--- config.mk ---
export PLATFORM = sky130hd
export DESIGN_NAME = exec_mem_buffer
export DESIGN_NICKNAME = d
export VERILOG_FILES = /design/src/rtl/exec_mem_buffer.sv
export SDC_FILE = /design/constraint.sdc
export NUM_CORES = 1
export LEC_CHECK = 0
export CAP_MARGIN = 20
export CORE_MARGIN = 5
export CORE_UTILIZATION = 46
export DETAILED_ROUTE_END_ITERATION = 8
export GPL_TIMING_DRIVEN = 0
export HOLD_SLACK_MARGIN = 0.03
export PLACE_DENSITY = 0.84
export SLEW_MARGIN = 40
export SYNTH_ARGS = -nofsm -noshare
export SYNTH_HDL_FRONTEND = slang
export SYNTH_SLANG_ARGS = --single-unit
--- constraint.sdc ---
create_clock -name clk -period 1.95 [get_ports clk]
set_input_delay 0.4875 -clock clk [delete_from_list [all_inputs] [get_ports clk]]
set_output_delay 0.4875 -clock clk [all_outputs]
set_load 0.005 [all_outputs]
--- src/rtl/exec_mem_buffer.sv ---
// Elastic execute-to-memory pipeline buffer: circular FIFO with a valid/ready handshake,
// pipeline flush, precise-exception input blocking, exception summary and stall counter.
module exec_mem_buffer #(
  parameter int DATA_W    = 256,
  parameter int EXC_W     = 7,
  parameter int DEPTH     = 2,
  parameter int EXC_BLOCK = 1,
  parameter int CNT_W     = $clog2(DEPTH + 1),
  parameter int CODE_W    = $clog2(EXC_W)
) (
  input  logic              clk,
  input  logic              resetn,
  input  logic              in_valid,
  output logic              in_ready,
  input  logic [DATA_W-1:0] in_data,
  input  logic [EXC_W-1:0]  in_exc,
  input  logic              flush,
  output logic              out_valid,
  input  logic              out_ready,
  output logic [DATA_W-1:0] out_data,
  output logic [EXC_W-1:0]  out_exc,
  output logic              out_exc_any,
  output logic [CODE_W-1:0] out_exc_code,
  output logic [CNT_W-1:0]  count,
  output logic              full,
  output logic              exc_pending,
  output logic [31:0]       stall_cycles
);
  localparam int PTR_W = (DEPTH > 1) ? $clog2(DEPTH) : 1;
  localparam logic [PTR_W-1:0] LAST_PTR = PTR_W'(DEPTH - 1);
  localparam logic [CNT_W-1:0] FULL_CNT = CNT_W'(DEPTH);

  logic [PTR_W-1:0]  r_head, r_tail;
  logic [CNT_W-1:0]  r_count;
  logic [31:0]       r_stall;

  logic [DATA_W-1:0] w_slot_data [DEPTH];
  logic [EXC_W-1:0]  w_slot_exc  [DEPTH];
  logic [DEPTH-1:0]  w_slot_flag;
  logic              w_full, w_empty, w_pending, w_ready, w_push, w_pop;
  logic [PTR_W-1:0]  w_head_next, w_tail_next;
  logic [EXC_W-1:0]  w_out_exc;
  logic [CODE_W-1:0] w_code;

  assign w_full    = (r_count == FULL_CNT);
  assign w_empty   = (r_count == '0);
  assign w_pending = |w_slot_flag;
  // Ready depends only on held state, never on this cycle's handshake inputs.
  assign w_ready   = !w_full && !((EXC_BLOCK != 0) && w_pending);
  assign w_push    = in_valid && w_ready && !flush;
  assign w_pop     = !w_empty && out_ready && !flush;

  assign w_head_next = (r_head == LAST_PTR) ? '0 : r_head + PTR_W'(1);
  assign w_tail_next = (r_tail == LAST_PTR) ? '0 : r_tail + PTR_W'(1);

  generate
    for (genvar gi = 0; gi < DEPTH; gi++) begin : g_slot
      logic [DATA_W-1:0] r_data;
      logic [EXC_W-1:0]  r_exc;
      logic              r_flag;
      logic              w_wr, w_rd;

      assign w_wr = w_push && (r_tail == PTR_W'(gi));
      assign w_rd = w_pop && (r_head == PTR_W'(gi));

      // r_flag caches |exc for the slot while it is occupied, so the pending summary is a DEPTH-wide OR.
      always_ff @(posedge clk or negedge resetn) begin
        if (!resetn) begin
          r_data <= '0;
          r_exc  <= '0;
          r_flag <= 1'b0;
        end else begin
          if (w_wr) begin
            r_data <= in_data;
            r_exc  <= in_exc;
          end
          if (flush)     r_flag <= 1'b0;
          else if (w_wr) r_flag <= |in_exc;
          else if (w_rd) r_flag <= 1'b0;
        end
      end

      assign w_slot_data[gi] = r_data;
      assign w_slot_exc[gi]  = r_exc;
      assign w_slot_flag[gi] = r_flag;
    end
  endgenerate

  always_ff @(posedge clk or negedge resetn) begin
    if (!resetn) begin
      r_head  <= '0;
      r_tail  <= '0;
      r_count <= '0;
    end else if (flush) begin
      r_head  <= '0;
      r_tail  <= '0;
      r_count <= '0;
    end else begin
      if (w_push) r_tail <= w_tail_next;
      if (w_pop)  r_head <= w_head_next;
      if (w_push && !w_pop)      r_count <= r_count + CNT_W'(1);
      else if (w_pop && !w_push) r_count <= r_count - CNT_W'(1);
    end
  end

  // Counts stalls in flush cycles too; saturates instead of wrapping.
  always_ff @(posedge clk or negedge resetn) begin
    if (!resetn)
      r_stall <= '0;
    else if (in_valid && !w_ready && (r_stall != 32'hFFFF_FFFF))
      r_stall <= r_stall + 32'd1;
  end

  assign w_out_exc = w_empty ? '0 : w_slot_exc[r_head];

  always_comb begin
    w_code = '0;
    for (int i = EXC_W - 1; i >= 0; i--) begin
      if (w_out_exc[i]) w_code = CODE_W'(i);
    end
  end

  assign in_ready     = w_ready;
  assign out_valid    = !w_empty;
  assign out_data     = w_empty ? '0 : w_slot_data[r_head];
  assign out_exc      = w_out_exc;
  assign out_exc_any  = |w_out_exc;
  assign out_exc_code = w_code;
  assign count        = r_count;
  assign full         = w_full;
  assign exc_pending  = w_pending;
  assign stall_cycles = r_stall;
endmodule

**Word-level counts from Yosys, hierarchy flattened**

Cells that the tools add are included.

- Bits in registers: 564
- Word-level logic and storage cells: 80

- Add/sub/neg operators: 5
- $lt $le $gt $ge: 1
- Equality and inequality tests: 2
- Muxes and demuxes: 30
- Bitwise logic cells: 3
- Reductions and logical operators: 29

Operator list:

| operator | count |
|---|---|
| $mux 256 | 4 |
| $add 32x1->32 const B | 1 |
| $ne 32x32->1 const B | 1 |
| $mux 7 | 4 |
| $mux 3 | 7 |
| $reduce_or 7->1 | 2 |
| $logic_and 1x1->1 | 13 |
| $mux 1 | 12 |
| $reduce_bool 3->1 | 3 |
| $logic_not 1->1 | 7 |
| $mux 2 | 3 |
| $reduce_bool 2->1 | 2 |
| $add 1x1->1 const B | 2 |
| $add 2x1->2 const B | 1 |
| $eq 2x2->1 const B | 1 |
| $ge 2x2->1 const B | 1 |
| $logic_not 2->1 | 1 |
| $not 1->1 | 2 |
| $not 1->2 | 1 |
| $reduce_or 2->1 | 1 |
| $sub 2x1->2 const B | 1 |

**Depth between registers and ports, before layout**

Gate-level depths: netlist (run 1).

- Word-level depth: 12
- Depth in mapped cells: 9

**Worst setup path after synthesis (run 1)**

Ideal clock, no wire load.

- Path type: register to output
- Start point: register r_count[0] (netlist: count[0])
- End point: output port out_data[157]
- Arrival time: 1.594 ns
- Required time: 1.462 ns
- Slack: -0.132 ns
- Stages on the path, launching flop included: 6
- Path buffers: 3
- Path through: dfrtp_1 nor2_1 clkbuf_1 clkbuf_1 clkbuf_1 nor2_1

- Cells in the longest elaborated chain, start to end: 2

Ends and longest elaborated chain:

| item | line | source |
|---|---|---|
| from (decl) | 34 | `logic [CNT_W-1:0] r_count;` |
| from (signal assigned) | 101 | `if (w_push && !w_pop) r_count <= r_count + CNT_W'(1);` |
| from (signal assigned) | 102 | `else if (w_pop && !w_push) r_count <= r_count - CNT_W'(1);` |
| $logic_not 2->1 | 46 | `assign w_empty = (r_count == '0);` |
| $mux 256 | 125 | `assign out_data = w_empty ? '0 : w_slot_data[r_head];` |
| to (decl) | 20 | `output logic [DATA_W-1:0] out_data,` |

No other way between the ends.

**Worst setup path in the final report (run 1)**

- Start point: register r_head
- End point: output port out_data[161]

- Cells in the longest elaborated chain, start to end: 5

Ends and longest elaborated chain:

| item | line | source |
|---|---|---|
| from (decl) | 33 | `logic [PTR_W-1:0] r_head, r_tail;` |
| from (signal assigned) | 100 | `if (w_pop) r_head <= w_head_next;` |
| $not 1->2 (implied by the code) | 125 |  |
| $mux 256 (implied by the code) (3 in series) | 125 |  |
| $mux 256 | 125 |  |

No other way between the ends. The select of a mux whose other input is x is not followed.

==> reports/results.ini, run 1 <==
[timing]
tns_ns=-309.18
timing.final.ws_setup_ns=-0.750
period_minus_slack_ns=2.70
rsz0062_at_grt=yes
worst_pin_slew_ns=0.626
finalCritPeriodShare=1.38
finalSetupViolCount=864
relSlewSlack=0.579
fmax_ghz=0.370
skew_ns=0.0268
drv_slew=0
timing.final.hold_violations=0

[drt]
top_layer=met5
route.met2.wl_mm=48.9
met1_length_mm=34.9
vias_per_cell=5.66
antenna_left=0
vias=20203
wl_met3_mm=6.10
wire_per_inst_um=26.8
drt-total-wl_mm=95.7
dr.pass1.iters=5
drc=0
drt_iter0_drc=1338

[worst_setup_path]
arrival_ns=2.21
end_kind=output pin
crit_type=register to output pin
cp_max_fo=9
cp.required_ns=1.46
startpoint_type=register

[placement]
placed_cells=3192
gp_congestion=0.896
pre_cts_ws_ns=-1.69
port_buffers=571
hpwlAfterDp_mm=53.6

[power_and_ir_drop]
ir_drop_uv=1050
clkPwrFrac=0.194
internal_power_mw=40.5
netSwitchingPower_mw=20.4
seq_power_share=0.355
p_total_mw=60.9
p_leak_nw=18.0
power.density_mw_per_mm2=1510
combPwrFrac=0.451
netSwitchingFraction=0.336

[cells_and_area]
nets=3070
area_growth_pct=58.6
fillers=3077
final_util=0.734
stdcell_count=3568
drive_gt1_frac=0.517

[yosys]
postSynthCellCount=1909
ys_ff_latch=564
syn_nets=2178
synth_top_flop_cell=dfrtp_1
async_flop_share=1.00
synth.distinct_cells=48
synth_edf_count=0
synth_top_area_frac=0.556
ys_seq_area_frac=0.556
yosysTopAreaCell=dfrtp_1
yosys_warnings=0
syn_area_sq_mm=0.0254
avgSynthCellArea_sq_um=13.3
netlist_top_cells_count=dfrtp_1 (564), mux2_2 (526), nor2_1 (277), mux2i_1 (261), buf_2 (61)
yosysMostFrequentCell=dfrtp_1
synth_area_leaders=dfrtp_1 (56%), mux2_2 (23%), mux2i_1 (10%)

[grt]
grt_start_max_net_pins=83
grt_pass1_vias=21046
grtUsageTotal=0.266
grt-ovfl-total=0
grt_antenna_before_repair=20
grt_pass1_wl_mm=126

[outcome]
status=complete, but fails checks
violations=setup timing

[cts]
root_buffer=clkbuf_16
cts_buffers=59
cts_tree=done
clkTransAtPathRegs_ns=0.06
htree_levels=2
clkLatencyLatePin_ns=0.62
cts_sinks=564
clk_path_buf_depth=3

[die]
std_cell_rows=86
die_h_um=245
initial_core_util=0.463
dieArea_sq_mm=0.0600
die_w_um=245
ios=573
fp.coreArea_sq_mm=0.0549

[job]
maxCapViolCount=0

[hold_path]
min_path_type=input port to register

## final cells by class
cell class | count | area (sq um) | share of cell area
flip-flops and latches | 564 | 14100 | 0.351
clock inverters | 20 | 250 | 0.00621
inverters | 5 | 22.5 | 0.000559
repair buffers | 839 | 8620 | 0.214
multi-input cells | 1217 | 12700 | 0.315
well taps | 704 | 881 | 0.0219
diodes | 17 | 42.5 | 0.00106
clock buffers | 87 | 1770 | 0.0440
plain buffers | 115 | 1890 | 0.0470
## state kept, by name (all words and copies together), names as in the netlist
| signal | cells |
|---|---|
| count | 2 |
| g_slot.r_data | 512 |
| r_head | 1 |
| r_tail | 1 |
| g_slot.r_flag | 2 |
| stall_cycles | 32 |
| g_slot.r_exc | 14 |
## metal layers
layer  vias up  GRT usage
met5         -          0
met4         4      0.125
met3       322     0.0621
met2       911      0.467
met1     10457      0.310
li1       8509          -
## per-stage QoR
stage,hold slack (ns),instance area [sq um]
6_report,0.275,40300
5_1_grt,0.274,40300
4_1_cts,0.208,37000
3_5_place_dp,0.416,32200
3_3_place_gp,0.467,32000
2_1_floorplan,0.192,25400
## worst paths after layout
check,slack (ns),depth (start not counted),end,startpoint
min in group asynchronous,0.46,3,g_slot[0].r_data[240]$_DFFE_PN0P_,resetn
hold reg to reg,0.51,1,g_slot[1].r_data[53]$_DFFE_PN0P_,g_slot[1].r_data[53]$_DFFE_PN0P_
max in group asynchronous,0.01,6,g_slot[1].r_data[109]$_DFFE_PN0P_,resetn
setup reg to reg,-0.41,11,g_slot[0].r_data[9]$_DFFE_PN0P_,count[1]$_DFFE_PN0P_
setup / recovery,-0.75,7,out_data[161],r_head$_DFFE_PN0P_
hold / removal,0.27,2,r_tail$_DFFE_PN0P_,flush
## placed cells by master, fill, tap and decap left out, drive strengths merged, types with 7 or more instances in the layout
master         instances
a21oi                  7
buf                  536
clkbuf               179
clkdlybuf4s50        299
clkinv                13
dfrtp                564
diode                 17
dlygate4sd2           18
mux2                 530
mux2i                261
nand2                 23
nand3                  7
nand4                  9
nor2                 278
nor3                  18
nor4                   7
o21ai                  8
xnor2                  8
xor2                  24
## power groups by stage
| stage | Clock [mW] | Combinational [mW] | Sequential (mW) |
|---|---|---|---|
| finish | 11.8 | 27.4 | 21.6 |
| global route | 12.4 | 28.8 | 22.1 |
| global placement | 0 | 18.1 | 20.0 |
| floorplan | 0 | 11.0 | 19.4 |
| detailed placement | 0 | 18.8 | 20.4 |
| CTS | 11.8 | 22.4 | 20.7 |
## critical path: stages, from the launching register on
cell	delay, ns
dfrtp_2	0.45
buf_12	0.18
clkbuf_16	0.20
buf_16	0.16
buf_12	0.13
mux2i_4	0.19
nor2_4	0.15
buf_2	0.13
## kinds of logic after synthesis
group                    synth area share
multiplexers                        0.338
flip-flops                          0.556
AND/OR/NAND/NOR                    0.0629
buffers and inverters              0.0259
XOR/XNOR                           0.0110
AO/OA/AOI/OAI                     0.00596
adder cells (fa/ha/maj)          0.000493
## repair_timing
item / 4_1_cts / 5_1_grt
buffers inserted: 90 / 110
hold buffers: 2 / 0
cloned: 36 / 38
setup endpoints to repair: 861 / 946
endpoints found under the hold margin: 44 / 0
gates resized for setup: 1272 / 725
pin swaps: 71 / 74
Note: power is estimated with default switching activity, not from simulation.
==> run 2, diff against run 1 <==
--- a/config.mk
+++ b/config.mk
@@ -6,6 +6,7 @@
 export NUM_CORES = 1
 export LEC_CHECK = 0
 export CAP_MARGIN = 20
+export CORE_ASPECT_RATIO = 0.6
 export CORE_MARGIN = 5
 export CORE_UTILIZATION = 46
 export DETAILED_ROUTE_END_ITERATION = 8
==> run 2 against run 1 <==
  * Final cell count fell by 1.3%
  * Sequential share of layout area fell by 0.086 points
  * Setup slack improved by 0.030 ns
  * Register-to-register slack improved by 0.04 ns
  * First-iteration DRC count rose by 9.3%
  * Non-clock buffer count fell by 34
  * Utilization rose by 0.83 points
  * Maximum frequency rose by 1.1%
  * Global-route usage fell by 1.3 points
  * Design area rose by 0.28%
  * The flow finishes with violations (hold timing, setup timing)
  * Largest power group unchanged
  * Wire length rose by 0.29%
  * Clock power fell by 8%
  * Critical endpoint is now out_data[245]
==> reports/results.ini, run 2 (same netlist as run 1, synthesis figures left out) <==
[worst_setup_path]
arrival_ns=2.18
cp_max_fo=9
end_kind=output pin
startpoint_type=register
crit_type=register to output pin
cp.required_ns=1.46

[cells_and_area]
regArea_sq_mm=0.0141
regMostFlops=g_slot.r_data
multi_input_area_sq_mm=0.0131
drive_gt1_frac=0.524
mostFrequentLayoutCells=dfrtp_1 (557), clkdlybuf4s50_1 (299), mux2_2 (288)
largest_reg_flops=512
stdcell_count=3522
final_common_cell=dfrtp_1
area_growth_pct=59.1
nets=3030
fillers=3038

[timing]
period_minus_slack_ns=2.67
fmax_ghz=0.374
tns_ns=-288.98
finalSetupViolCount=852
timing.final.ws_setup_ns=-0.721
worst_pin_slew_ns=0.923
drv_slew=0
skew_ns=0.0301
rsz0062_at_grt=yes
timing.final.hold_violations=81
finalCritPeriodShare=1.37
whs_ns=-0.294
relSlewSlack=0.383

[job]
maxCapViolCount=0

[power_and_ir_drop]
p_leak_nw=18.0
ir_drop_uv=922
p_total_mw=60.7
power.density_mw_per_mm2=1500

[outcome]
violations=hold timing, setup timing
status=complete, but fails checks

[die]
fp.coreArea_sq_mm=0.0544
initial_core_util=0.467
std_cell_rows=66
dieArea_sq_mm=0.0602
die_h_um=192
ios=573
die_w_um=313

[drt]
drt-total-wl_mm=95.9
wire_per_inst_um=27.2
drc=0
vias_per_cell=5.70
drt_iter0_drc=1463
antenna_left=0
dr.pass1.iters=5
vias=20058

[cts]
cts_buffers=53
clk_path_buf_depth=3
htree_levels=2
clkLatencyLatePin_ns=0.60
cts_tree=done
clkTransAtPathRegs_ns=0.07
root_buffer=clkbuf_16
cts_sinks=564

[grt]
grt_pass1_vias=20063
grt-ovfl-total=0
grt_pass1_wl_mm=119
grt_antenna_before_repair=12
grtUsageTotal=0.253
grt_start_max_net_pins=81

[placement]
placed_cells=3202
gp_congestion=0.893
hpwlAfterDp_mm=54.6
port_buffers=571

[hold_path]
min_path_type=input port to async pin

==> run 2: cell count changes in the layout (fill, tap and decap cells not counted), moves of 15 or more <==
cell / delta
mux2_2: -83
mux2_4: +83
buf_2: -55
clkbuf_2: +44
nor2_1: -31
clkbuf_16: +30
nor2_4: +26
dlygate4sd2_1: -15
==> run 2: path summary, 6_finish.rpt <==
check	startpoint	endpoint	slack [ns]	cells past startpoint
max	r_head$_DFFE_PN0P_	out_data[245]	-0.72	7
min	resetn	g_slot[1].r_data[32]$_DFFE_PN0P_	-0.29	1
max reg2reg	g_slot[1].r_flag$_DFFE_PN0P_	g_slot[0].r_data[9]$_DFFE_PN0P_	-0.37	10
min reg2reg	stall_cycles[14]$_DFFE_PN0P_	stall_cycles[14]$_DFFE_PN0P_	0.50	1
max in group asynchronous	resetn	g_slot[1].r_data[121]$_DFFE_PN0P_	0.21	6
min in group clk	flush	r_head$_DFFE_PN0P_	0.32	2
==> run 2: stage by stage <==
| step | cell area (sq um) | setup slack (ns) | utilization | hold WS [ns] |
|---|---|---|---|---|
| final | 40400 | -0.721 | 0.742 | -0.294 |
| after global routing | 40400 | -0.806 | 0.742 | -0.321 |
| after CTS | 35600 | -0.710 | 0.655 | -0.328 |
| after detailed placement | 32200 | -1.72 | 0.593 | 0.303 |
| after global placement | 32000 | -23.02 | 0.588 | 0.468 |
| after floorplan | 25400 | 0.00591 | - | 0.192 |
==> run 2: what timing repair did <==
| action | in CTS | in global routing |
|---|---|---|
| cloned | 23 | 59 |
| pin swaps | 47 | 78 |
| endpoints found under the hold margin | 166 | 106 |
| setup endpoints to repair | 859 | 917 |
| gates resized for setup | 1097 | 1062 |
| setup buffers | 42 | 101 |
==> run 2: critical path: stages (launching register included) <==
cell       delay, ns
dfrtp_2         0.46
buf_12          0.19
clkbuf_16       0.23
buf_12          0.16
buf_6           0.11
mux2i_1         0.25
nor2_2          0.05
buf_2           0.13
==> run 2: area by class of cell <==
type,instances,area share
diodes,9,0.000558
plain buffers,122,0.0555
clock buffers,75,0.0384
clock inverters,18,0.00570
inverters,5,0.000558
multi-input cells,1217,0.324
flip-flops and latches,564,0.350
well taps,714,0.0221
repair buffers,798,0.204
==> run 2: report_power, final <==
part	switching, mW	total (mW)	internal [mW]
Combinational	11.6	28.3	16.7
Sequential	4.29	21.6	17.3
Clock	4.72	10.9	6.19
==> run 2: metal layers <==
| layer | track usage | vias to the layer above | wire (um) |
|---|---|---|---|
| li1 | - | 8413 | - |
| met2 | 0.418 | 866 | 46800 |
| met5 | 0 | - | 55 |
| met3 | 0.0669 | 250 | 6550 |
| met4 | 0.0815 | 8 | 3810 |
| met1 | 0.330 | 10521 | 38800 |
==> run 3, diff against run 2 <==
--- a/config.mk
+++ b/config.mk
@@ -8,11 +8,11 @@
 export CAP_MARGIN = 20
 export CORE_ASPECT_RATIO = 0.6
 export CORE_MARGIN = 5
-export CORE_UTILIZATION = 46
+export CORE_UTILIZATION = 45
 export DETAILED_ROUTE_END_ITERATION = 8
 export GPL_TIMING_DRIVEN = 0
 export HOLD_SLACK_MARGIN = 0.03
-export PLACE_DENSITY = 0.84
+export PLACE_DENSITY = 0.83
 export SLEW_MARGIN = 40
 export SYNTH_ARGS = -nofsm -noshare
 export SYNTH_HDL_FRONTEND = slang
==> run 3 against run 2 <==
  * The run ends with setup timing left
  * Clock-buffer cell count shrank 4
  * Register-to-register slack lost 0.10 ns
  * Worst hold slack gained 0.60 ns
  * Total power shrank 11%
  * Critical path depth is the same
  * Utilization shrank 9.5 points
  * Design area shrank 11%
  * Maximum frequency grew 1.3%
  * Largest power group unchanged
  * Sequential share of layout area grew 4.1 points
  * Critical endpoint is now out_data[210]
==> reports/results.ini, run 3 (same netlist as run 1, synthesis figures left out) <==
[die]
ios=573
die_w_um=317
fp.coreArea_sq_mm=0.0558
die_h_um=194
initial_core_util=0.455
dieArea_sq_mm=0.0614
std_cell_rows=67

[cts]
root_buffer=clkbuf_16
cts_tree=done
clkTransAtPathRegs_ns=0.06
clkLatencyLatePin_ns=0.60
cts_buffers=52
htree_levels=2
cts_sinks=564
clk_path_buf_depth=3

[grt]
grt_antenna_before_repair=12
grt_pass1_wl_mm=118
grt_pass1_vias=19895
grtUsageTotal=0.244
grt_start_max_net_pins=78
grt-ovfl-total=0

[worst_setup_path]
cp.required_ns=1.46
cp_max_fo=8
crit_type=register to output pin
startpoint_type=register
arrival_ns=2.15
end_kind=output pin

[power_and_ir_drop]
clkPwrFrac=0.199
netSwitchingPower_mw=17.7
internal_power_mw=36.3
p_total_mw=53.9
power.density_mw_per_mm2=1490
seq_power_share=0.388
ir_drop_uv=887
p_leak_nw=15.9
netSwitchingFraction=0.327
combPwrFrac=0.414

[timing]
worst_pin_slew_ns=0.861
drv_slew=0
period_minus_slack_ns=2.64
finalSetupViolCount=860
timing.final.hold_violations=0
finalCritPeriodShare=1.35
relSlewSlack=0.421
skew_ns=0.0264
timing.final.ws_setup_ns=-0.687
rsz0062_at_grt=yes
fmax_ghz=0.379

[drt]
drt-total-wl_mm=80.6
vias=18709
vias_per_cell=5.42
drc=0
wire_per_inst_um=23.3
dr.pass1.iters=5
antenna_left=0
drt_iter0_drc=1080

[placement]
port_buffers=571
gp_congestion=0.894
hpwlAfterDp_mm=54.6
dpl-instance-area_sq_mm=0.0323

[job]
maxCapViolCount=0

[hold_path]
min_path_type=input port to register

[cells_and_area]
drive_gt1_frac=0.445
final_util=0.647
postLayoutCellArea_sq_mm=0.0361
largest_reg_flops=512
area_growth_pct=42.3
final_common_cell=dfrtp_1
mostFrequentLayoutCells=dfrtp_1 (561), mux2_2 (525), clkdlybuf4s50_1 (301)
regMostFlops=g_slot.r_data
nets=2919

[outcome]
status=complete, but fails checks
violations=setup timing

run 3: cell types whose count changed in the layout (fill, tap and decap cells not counted), moves of 41 or more:
cell and change:
nor2_4 -41, mux2_2 +237, clkbuf_16 -59, nor2_1 +46, mux2_4 -241, dlygate4sd2_1 +59, buf_12 -67
run 3: critical path, cell delays in order, from the launching register on:
cell       delay, ns
dfrtp_2         0.46
buf_12          0.18
clkbuf_16       0.19
buf_16          0.17
buf_6           0.12
mux2i_2         0.15
nor2_2          0.15
buf_2           0.14
run 3: path summary, 6_finish.rpt:
| path | startpoint | end | slack (ns) | cells after the start |
|---|---|---|---|---|
| max | r_head$_DFFE_PN0P_ | out_data[210] | -0.69 | 7 |
| min | flush | count[0]$_DFFE_PN0P_ | 0.30 | 2 |
| max reg2reg | stall_cycles[18]$_DFFE_PN0P_ | stall_cycles[31]$_DFFE_PN0P_ | -0.47 | 5 |
| min reg2reg | stall_cycles[14]$_DFFE_PN0P_ | stall_cycles[14]$_DFFE_PN0P_ | 0.49 | 1 |
| max in group asynchronous | resetn | g_slot[1].r_data[164]$_DFFE_PN0P_ | 0.07 | 6 |
| min in group asynchronous | resetn | stall_cycles[10]$_DFFE_PN0P_ | 0.48 | 3 |
run 3: what timing repair did:
action / in CTS / in global routing
hold buffers: 2 / 0
hold endpoints to repair: 37 / 0
endpoints found under the setup margin: 860 / 924
buffers inserted: 29 / 52
pin swaps: 37 / 48
gates resized for setup: 914 / 372
cloned: 14 / 16
run 3: layer usage:
| layer | wire (um) | track usage | vias up | part of all wire |
|---|---|---|---|---|
| li1 | - | - | 8196 | - |
| met1 | 33600 | 0.321 | 9665 | 0.42 |
| met2 | 38600 | 0.397 | 686 | 0.48 |
| met3 | 5840 | 0.0657 | 156 | 0.072 |
| met4 | 2510 | 0.0765 | 6 | 0.031 |
| met5 | 38 | 0 | - | 0.00047 |
run 3: final cells by class:
type                    count  area, sq um
repair buffers            689         6320
plain buffers             121         1520
fillers                  3999        19700
clock inverters            19          262
inverters                   5         22.5
multi-input cells        1217        11400
diodes                      8         20.0
flip-flops and latches    564        14100
well taps                 759          950
clock buffers              71         1500
run 3: power by group through the flow:
stage,Sequential [mW],Combinational [mW],Clock [mW]
after CTS,20.4,20.2,10.9
after detailed placement,20.4,18.9,0
after global placement,20.0,18.1,0
final,20.9,22.3,10.7
after floorplan,19.4,11.0,0
after global routing,21.5,23.8,11.4
run 3: through the flow:
| step | cells | hold slack [ns] | setup TNS, ns | setup WS [ns] |
|---|---|---|---|---|
| floorplan | 1909 | 0.192 | 0 | 0.00591 |
| global placement | 3239 | 0.467 | - | -23.10 |
| detailed placement | 3248 | 0.406 | -689.11 | -1.58 |
| finish | 3453 | 0.301 | -310.58 | -0.687 |
| CTS | 3382 | 0.258 | -328.48 | -0.712 |
| global route | 3452 | 0.306 | -399.22 | -0.800 |
